[config.mk]
export PLATFORM = sky130hd
export DESIGN_NAME = alu_arbiter
export DESIGN_NICKNAME = d
export VERILOG_FILES = /design/src/rtl/alu_arbiter.sv
export SDC_FILE = /design/constraint.sdc
export NUM_CORES = 1
export LEC_CHECK = 0
export BUFFER_PORTS_ARGS = -buffer_cell sky130_fd_sc_hd__buf_2
export CAP_MARGIN = 5
export CORE_AREA = 2 2 143 145
export DETAILED_ROUTE_END_ITERATION = 16
export DIE_AREA = 0 0 145 147
export GPL_ROUTABILITY_DRIVEN = 0
export PLACE_DENSITY = 0.4
export SYNTH_ARGS = -nofsm -noshare
export SYNTH_HDL_FRONTEND = slang
export SYNTH_SLANG_ARGS = --single-unit
[constraint.sdc]
create_clock -name clk -period 3.08 [get_ports clk]
set_input_delay 0.462 -clock clk [delete_from_list [all_inputs] [get_ports clk]]
set_output_delay 0.462 -clock clk [all_outputs]
set_load 0.02 [all_outputs]
[src/rtl/alu_arbiter.sv]
// Round-robin arbiter sharing one fixed-latency ALU between two requesters.
// A tag pipe follows each issued operation so its result is steered back to the issuer.
module alu_arbiter #(
  parameter int unsigned BITS    = 32,
  parameter int unsigned LATENCY = 1,
  parameter logic [31:0] NOP     = 32'h00000013
) (
  input  logic            clk,
  input  logic            rst,
  input  logic            flush,
  input  logic            req0_valid,
  output logic            req0_ready,
  input  logic [31:0]     req0_instr,
  input  logic [BITS-1:0] req0_a,
  input  logic [BITS-1:0] req0_b,
  input  logic            req1_valid,
  output logic            req1_ready,
  input  logic [31:0]     req1_instr,
  input  logic [BITS-1:0] req1_a,
  input  logic [BITS-1:0] req1_b,
  output logic            resp0_valid,
  output logic            resp1_valid,
  output logic [BITS-1:0] resp_result,
  output logic [31:0]     alu_operation,
  output logic [BITS-1:0] alu_a,
  output logic [BITS-1:0] alu_b,
  input  logic [BITS-1:0] alu_result,
  output logic [2:0]      inflight
);

  logic               last_grant_q, last_grant_d;
  logic [LATENCY-1:0] v_q, v_d;
  logic [LATENCY-1:0] id_q, id_d;
  logic [2:0]         inflight_q, inflight_d;
  logic               gnt0_s, gnt1_s, hs_s, retire_s;

  // Grant: the requester that did not win last goes first when both ask
  always_comb begin
    gnt0_s = 1'b0;
    gnt1_s = 1'b0;
    if (rst || flush) begin
      gnt0_s = 1'b0;
      gnt1_s = 1'b0;
    end else if (req0_valid && req1_valid) begin
      gnt0_s = last_grant_q;
      gnt1_s = ~last_grant_q;
    end else begin
      gnt0_s = req0_valid;
      gnt1_s = req1_valid;
    end
  end

  assign hs_s       = gnt0_s | gnt1_s;
  assign req0_ready = gnt0_s;
  assign req1_ready = gnt1_s;

  // ALU operand mux; idle cycles present a NOP with zero operands
  always_comb begin
    alu_operation = NOP;
    alu_a         = '0;
    alu_b         = '0;
    if (gnt0_s) begin
      alu_operation = req0_instr;
      alu_a         = req0_a;
      alu_b         = req0_b;
    end else if (gnt1_s) begin
      alu_operation = req1_instr;
      alu_a         = req1_a;
      alu_b         = req1_b;
    end else begin
      alu_operation = NOP;
      alu_a         = '0;
      alu_b         = '0;
    end
  end

  assign retire_s = v_q[LATENCY-1];

  // Tag pipe next state, occupancy count and round-robin pointer
  always_comb begin
    v_d          = '0;
    id_d         = '0;
    last_grant_d = last_grant_q;
    inflight_d   = inflight_q;
    if (flush) begin
      v_d        = '0;
      id_d       = '0;
      inflight_d = 3'd0;
    end else begin
      v_d[0]  = hs_s;
      id_d[0] = gnt1_s;
      for (int i = 1; i < int'(LATENCY); i++) begin
        v_d[i]  = v_q[i-1];
        id_d[i] = id_q[i-1];
      end
      inflight_d = inflight_q + {2'b00, hs_s} - {2'b00, retire_s};
    end
    if (hs_s) begin
      last_grant_d = gnt1_s;
    end else begin
      last_grant_d = last_grant_q;
    end
  end

  // State registers with synchronous reset
  always_ff @(posedge clk) begin
    if (rst) begin
      v_q          <= '0;
      id_q         <= '0;
      inflight_q   <= 3'd0;
      last_grant_q <= 1'b1;
    end else begin
      v_q          <= v_d;
      id_q         <= id_d;
      inflight_q   <= inflight_d;
      last_grant_q <= last_grant_d;
    end
  end

  // Results still in the pipe when reset arrives are never announced
  assign resp0_valid = retire_s && !id_q[LATENCY-1] && !rst;
  assign resp1_valid = retire_s &&  id_q[LATENCY-1] && !rst;
  assign resp_result = alu_result;
  assign inflight    = inflight_q;

endmodule

# Word level (Yosys, flattened, before mapping)
# Cells that the tools add are included.
[word_totals]
register_bits = 6
input_bits = 229
out_inout_bits = 135
word_cells = 27
[op_classes]
add_sub_neg = 2
bitwise_logic = 2
muxes = 10
reduce_logical = 9
[ops]
columns = ["cell", "count"]
rows = [
  ["$mux 32", 6],
  ["$logic_and 1x1->1", 5],
  ["$mux 1", 4],
  ["$add 3x1->3", 1],
  ["$sub 3x1->3", 1],
  ["$logic_not 1->1", 2],
  ["$reduce_or 2->1", 1],
  ["$logic_or 1x1->1", 1],
  ["$not 1->1", 1],
  ["$or 1x1->1", 1],
]

# Logic depth before layout (Yosys ltp)
[depth]
depth_word = 6
depth_mapped = 11
depth_no_buf = 11

# Worst setup path after synthesis
# OpenSTA, ideal clock, no wires.
[synth_path]
kind = "input to register"
startpoint = "in flush"
endpoint = "reg inflight_q[2], in the netlist inflight[2]"
path_slack_ns = 0.824
setup_time_ns = 0.115
required_time_ns = 2.965
n_path_buf = 0
t_arrival_ns = 2.141
path_stages = 11
path_cell_list = "or2_2 -> nor2_1 -> inv_1 -> ha_1 -> inv_1 -> ha_1 -> inv_1 -> fa_1 -> xor2_1 -> xnor2_1 -> nor2_1"
[synth_via]
elab_chain_len = 5
elab_cells_between_ends = 7
classes_between = "add/sub (2); mux (2); bitwise (1); reduce/logical (2)"
[synth_rtl]
columns = ["element", "line", "source"]
rows = [
  ["start, declared", "10", "input logic flush,"],
  ["$logic_or 1x1->1", "41", "if (rst || flush) begin"],
  ["$mux 1", "41", ""],
  ["$or 1x1->1", "53", "assign hs_s = gnt0_s | gnt1_s;"],
  ["$add 3x1->3", "96", "inflight_d = inflight_q + {2'b00, hs_s} - {2'b00, retire_s};"],
  ["$sub 3x1->3", "96", ""],
  ["end signal, assigned", "115", "inflight_q <= inflight_d;"],
  ["end, declared", "34", "logic [2:0] inflight_q, inflight_d;"],
]
# Several ways; a longest one is shown, not always the timed one.
# A chain may end at the register's enable or synchronous reset.

# Worst setup path after layout
[layout_path]
startpoint = "in flush"
endpoint = "out alu_b[21]"
[layout_via]
elab_chain_len = 4
elab_cells_between_ends = 5
classes_between = "mux (4); reduce/logical (1)"
[layout_rtl]
columns = ["element", "line", "source"]
rows = [
  ["$logic_or 1x1->1 (*)", "41", ""],
  ["$mux 1", "41", ""],
  ["$mux 32", "66", "end else if (gnt1_s) begin"],
  ["$mux 32 (*)", "62", "if (gnt0_s) begin"],
  ["end, declared", "26", "output logic [BITS-1:0] alu_b,"],
]
# Every way passes the cells marked *; elsewhere a longest branch is shown, timed or not.

==> flow_summary.json <==
{
  "grt_overflow": 0,
  "yosys.cell_types.count": 24,
  "pwr-share-clk": 0.314,
  "grt_max_degree": 51,
  "netSwitchingFraction": 0.359,
  "rrSetupSlack_ns": 1.43,
  "drtPass1Iterations": 4,
  "p_leak_nw": 1.85,
  "drtIter0Drc": 72,
  "cts_tree": "built",
  "worstPathMaxFanout": 50,
  "dieArea_um2": 21300,
  "max_slew_margin": 0.643,
  "mappedNetlistArea_um2": 1590,
  "antenna_found_initial": 0,
  "synth-seq-cells": 6,
  "vias_per_cell": 3.51,
  "grt_use_total": 0.0690,
  "start_kind": "input pin",
  "finalWirelength_um": 8450,
  "grt_pass1_wl_um": 12200,
  "intPower_mw": 0.427,
  "fmax_mhz": 431,
  "nFillCells": 2261,
  "powerDensity_nw_per_um2": 215,
  "required_ns": 2.62,
  "synth_largest_area_cell": "a22o_1",
  "r2r_end": "inflight[2]",
  "die_y_um": 147,
  "p_total_mw": 0.666,
  "ir_drop_v": 0.000153,
  "fin_crit_ns": 2.32,
  "start_util": 0.0800,
  "dp_cells": 702,
  "final-setup-viol-count": 0,
  "routedWlPerCell_um": 12.0,
  "synth-edff-count": 0,
  "r2r-start": "retire_s",
  "seqPwrFrac": 0.129,
  "die_x_um": 145,
  "numCtsBuffers": 3,
  "synthCells": 181,
  "yosysSeqAreaShare": 0.0757,
  "cts_hold_buf": 0,
  "worstSetupEndpoint": "alu_b[21]",
  "critPathKind": "input pin to primary output",
  "run_status": "completed",
  "flow.area_growth_from_synthesis_pct": 95.2,
  "async_reset_ff_frac": 0,
  "fin_nets": 669,
  "syn_avg_cell_area_um2": 8.77,
  "post-route-drc-count": 0,
  "cp-end-kind": "primary output",
  "path_clk_slew_ns": 0.03,
  "synth.area.top_cells": "a22o_1 (51%), buf_4 (15%), buf_6 (9.9%)",
  "drtAntennaViolNets": 0,
  "worstMarginPinSlew_ns": 0.535,
  "syn_nets": 413,
  "clockBufferDepth": 2,
  "root_buffer": "clkbuf_16",
  "dp_hpwl_um": 7390,
  "drv_cap": 0,
  "drv_slew": 0,
  "vias": 2474,
  "synth_top_area_frac": 0.513,
  "tns_ns": 0,
  "clock_latency_ns": 0.23,
  "rr_worst_depth": 8,
  "port-buffer-count": 299,
  "layout-drive-gt1-share": 0.717,
  "cts_sinks": 6,
  "rsz0062_at_grt": "false",
  "post_cts_buffers": 0,
  "final_cells": 705,
  "top_level_ports": 364,
  "fin_skew_ns": 0.00179,
  "critPathLaunch": "flush",
  "hold_viol": 0,
  "switchingPower_mw": 0.239,
  "post_cts_resized": 0,
  "num_antenna_cells": 0,
  "min_period_over_period": 0.753,
  "htreeDepth": 1,
  "rows": 52,
  "critical_path_arrival_ns": 1.86,
  "hold_class": "input pin to flop",
  "synth_ff_type": "dfxtp_1",
  "core_area_um2": 19800,
  "yosysWarnings": 0,
  "grt_pass1_vias": 2350,
  "p_comb_frac": 0.557
}
-- per-stage QoR --
| step | hold WS, ns | setup WS [ns] | area (um^2) | utilization |
|---|---|---|---|---|
| 4_1_cts | 0.516 | 0.759 | 3100 | 0.156 |
| 6_report | 0.520 | 0.760 | 3100 | 0.156 |
| 3_5_place_dp | 0.534 | 0.602 | 3020 | 0.152 |
| 2_1_floorplan | 0.494 | 0.824 | 1590 | - |
| 3_3_place_gp | 0.545 | 0.603 | 3020 | 0.152 |
| 5_1_grt | 0.544 | 0.648 | 3100 | 0.156 |
-- layer usage --
metal | wire length, um | track usage | vias to the layer above
met4 | 29 | 0.00743 | 0
met5 | 0 | 0 | -
met3 | 865 | 0.0199 | 4
li1 | - | - | 1198
met1 | 3380 | 0.0836 | 1081
met2 | 4180 | 0.125 | 191
-- power by group through the flow --
stage	sequential [mW]	combinational [mW]	clock, mW
6_report	0.0858	0.371	0.209
5_1_grt	0.0864	0.400	0.218
4_1_cts	0.0859	0.374	0.216
3_5_place_dp	0.0870	0.373	0
3_3_place_gp	0.0873	0.375	0
2_1_floorplan	0.0888	0.245	0
-- cells in the mapped netlist (all sizes together), types with 2 or more instances --
cell type,instances
dfxtp,6
ha,2
buf,52
a22o,93
nor2,6
inv,6
o22a,3
nand3,2
-- worst max-delay path, stage by stage --
cell	delay, ns
buf_2	0.13
nor2_4	0.15
nand3_4	0.11
inv_2	0.08
buf_4	0.43
a22o_1	0.26
buf_2	0.19
-- state kept, by name (all words and copies together) (netlist names) --
name and flops:
id_q 1, inflight 3, last_grant_q 1, retire_s 1
-- how the worst min path moves through the flow --
stage                             from           end  slack, ns  cells after the start
after floorplan           last_grant_q  last_grant_q       0.49                      1
after global placement    last_grant_q  last_grant_q       0.55                      1
after detailed placement  last_grant_q  last_grant_q       0.53                      1
after CTS                          rst  last_grant_q       0.52                      2
after global routing               rst  last_grant_q       0.54                      2
final                              rst  last_grant_q       0.52                      2
-- kinds of logic (layout without fill, tap and decap cells) --
kind of cell,after synthesis,in the layout,synth area share
compound gates,97,97,0.536
xor+xnor,2,2,0.0110
fa+ha+maj,3,3,0.0284
buf+inv,58,312,0.284
flops,6,6,0.0757
simple gates,15,15,0.0654
-- cell usage in the layout (no fill, tap or decap), types with 2 or more instances in the layout --
cell type,instances
clkbuf_16,3
buf_2,299
a22o_1,93
dfxtp_1,6
buf_4,4
ha_1,2
inv_2,2
nor2_1,5
o22a_1,3
inv_1,4
-- cell type report --
cell class,count,area (um^2),share of cell area
Sequential cell,6,120,0.0388
Tap cell,270,338,0.109
Timing Repair Buffer,303,1530,0.493
Inverter,6,22.5,0.00727
Multi-Input combinational cell,117,1020,0.328
Clock buffer,3,75.1,0.0242
(Power assumes the default switching activity.)
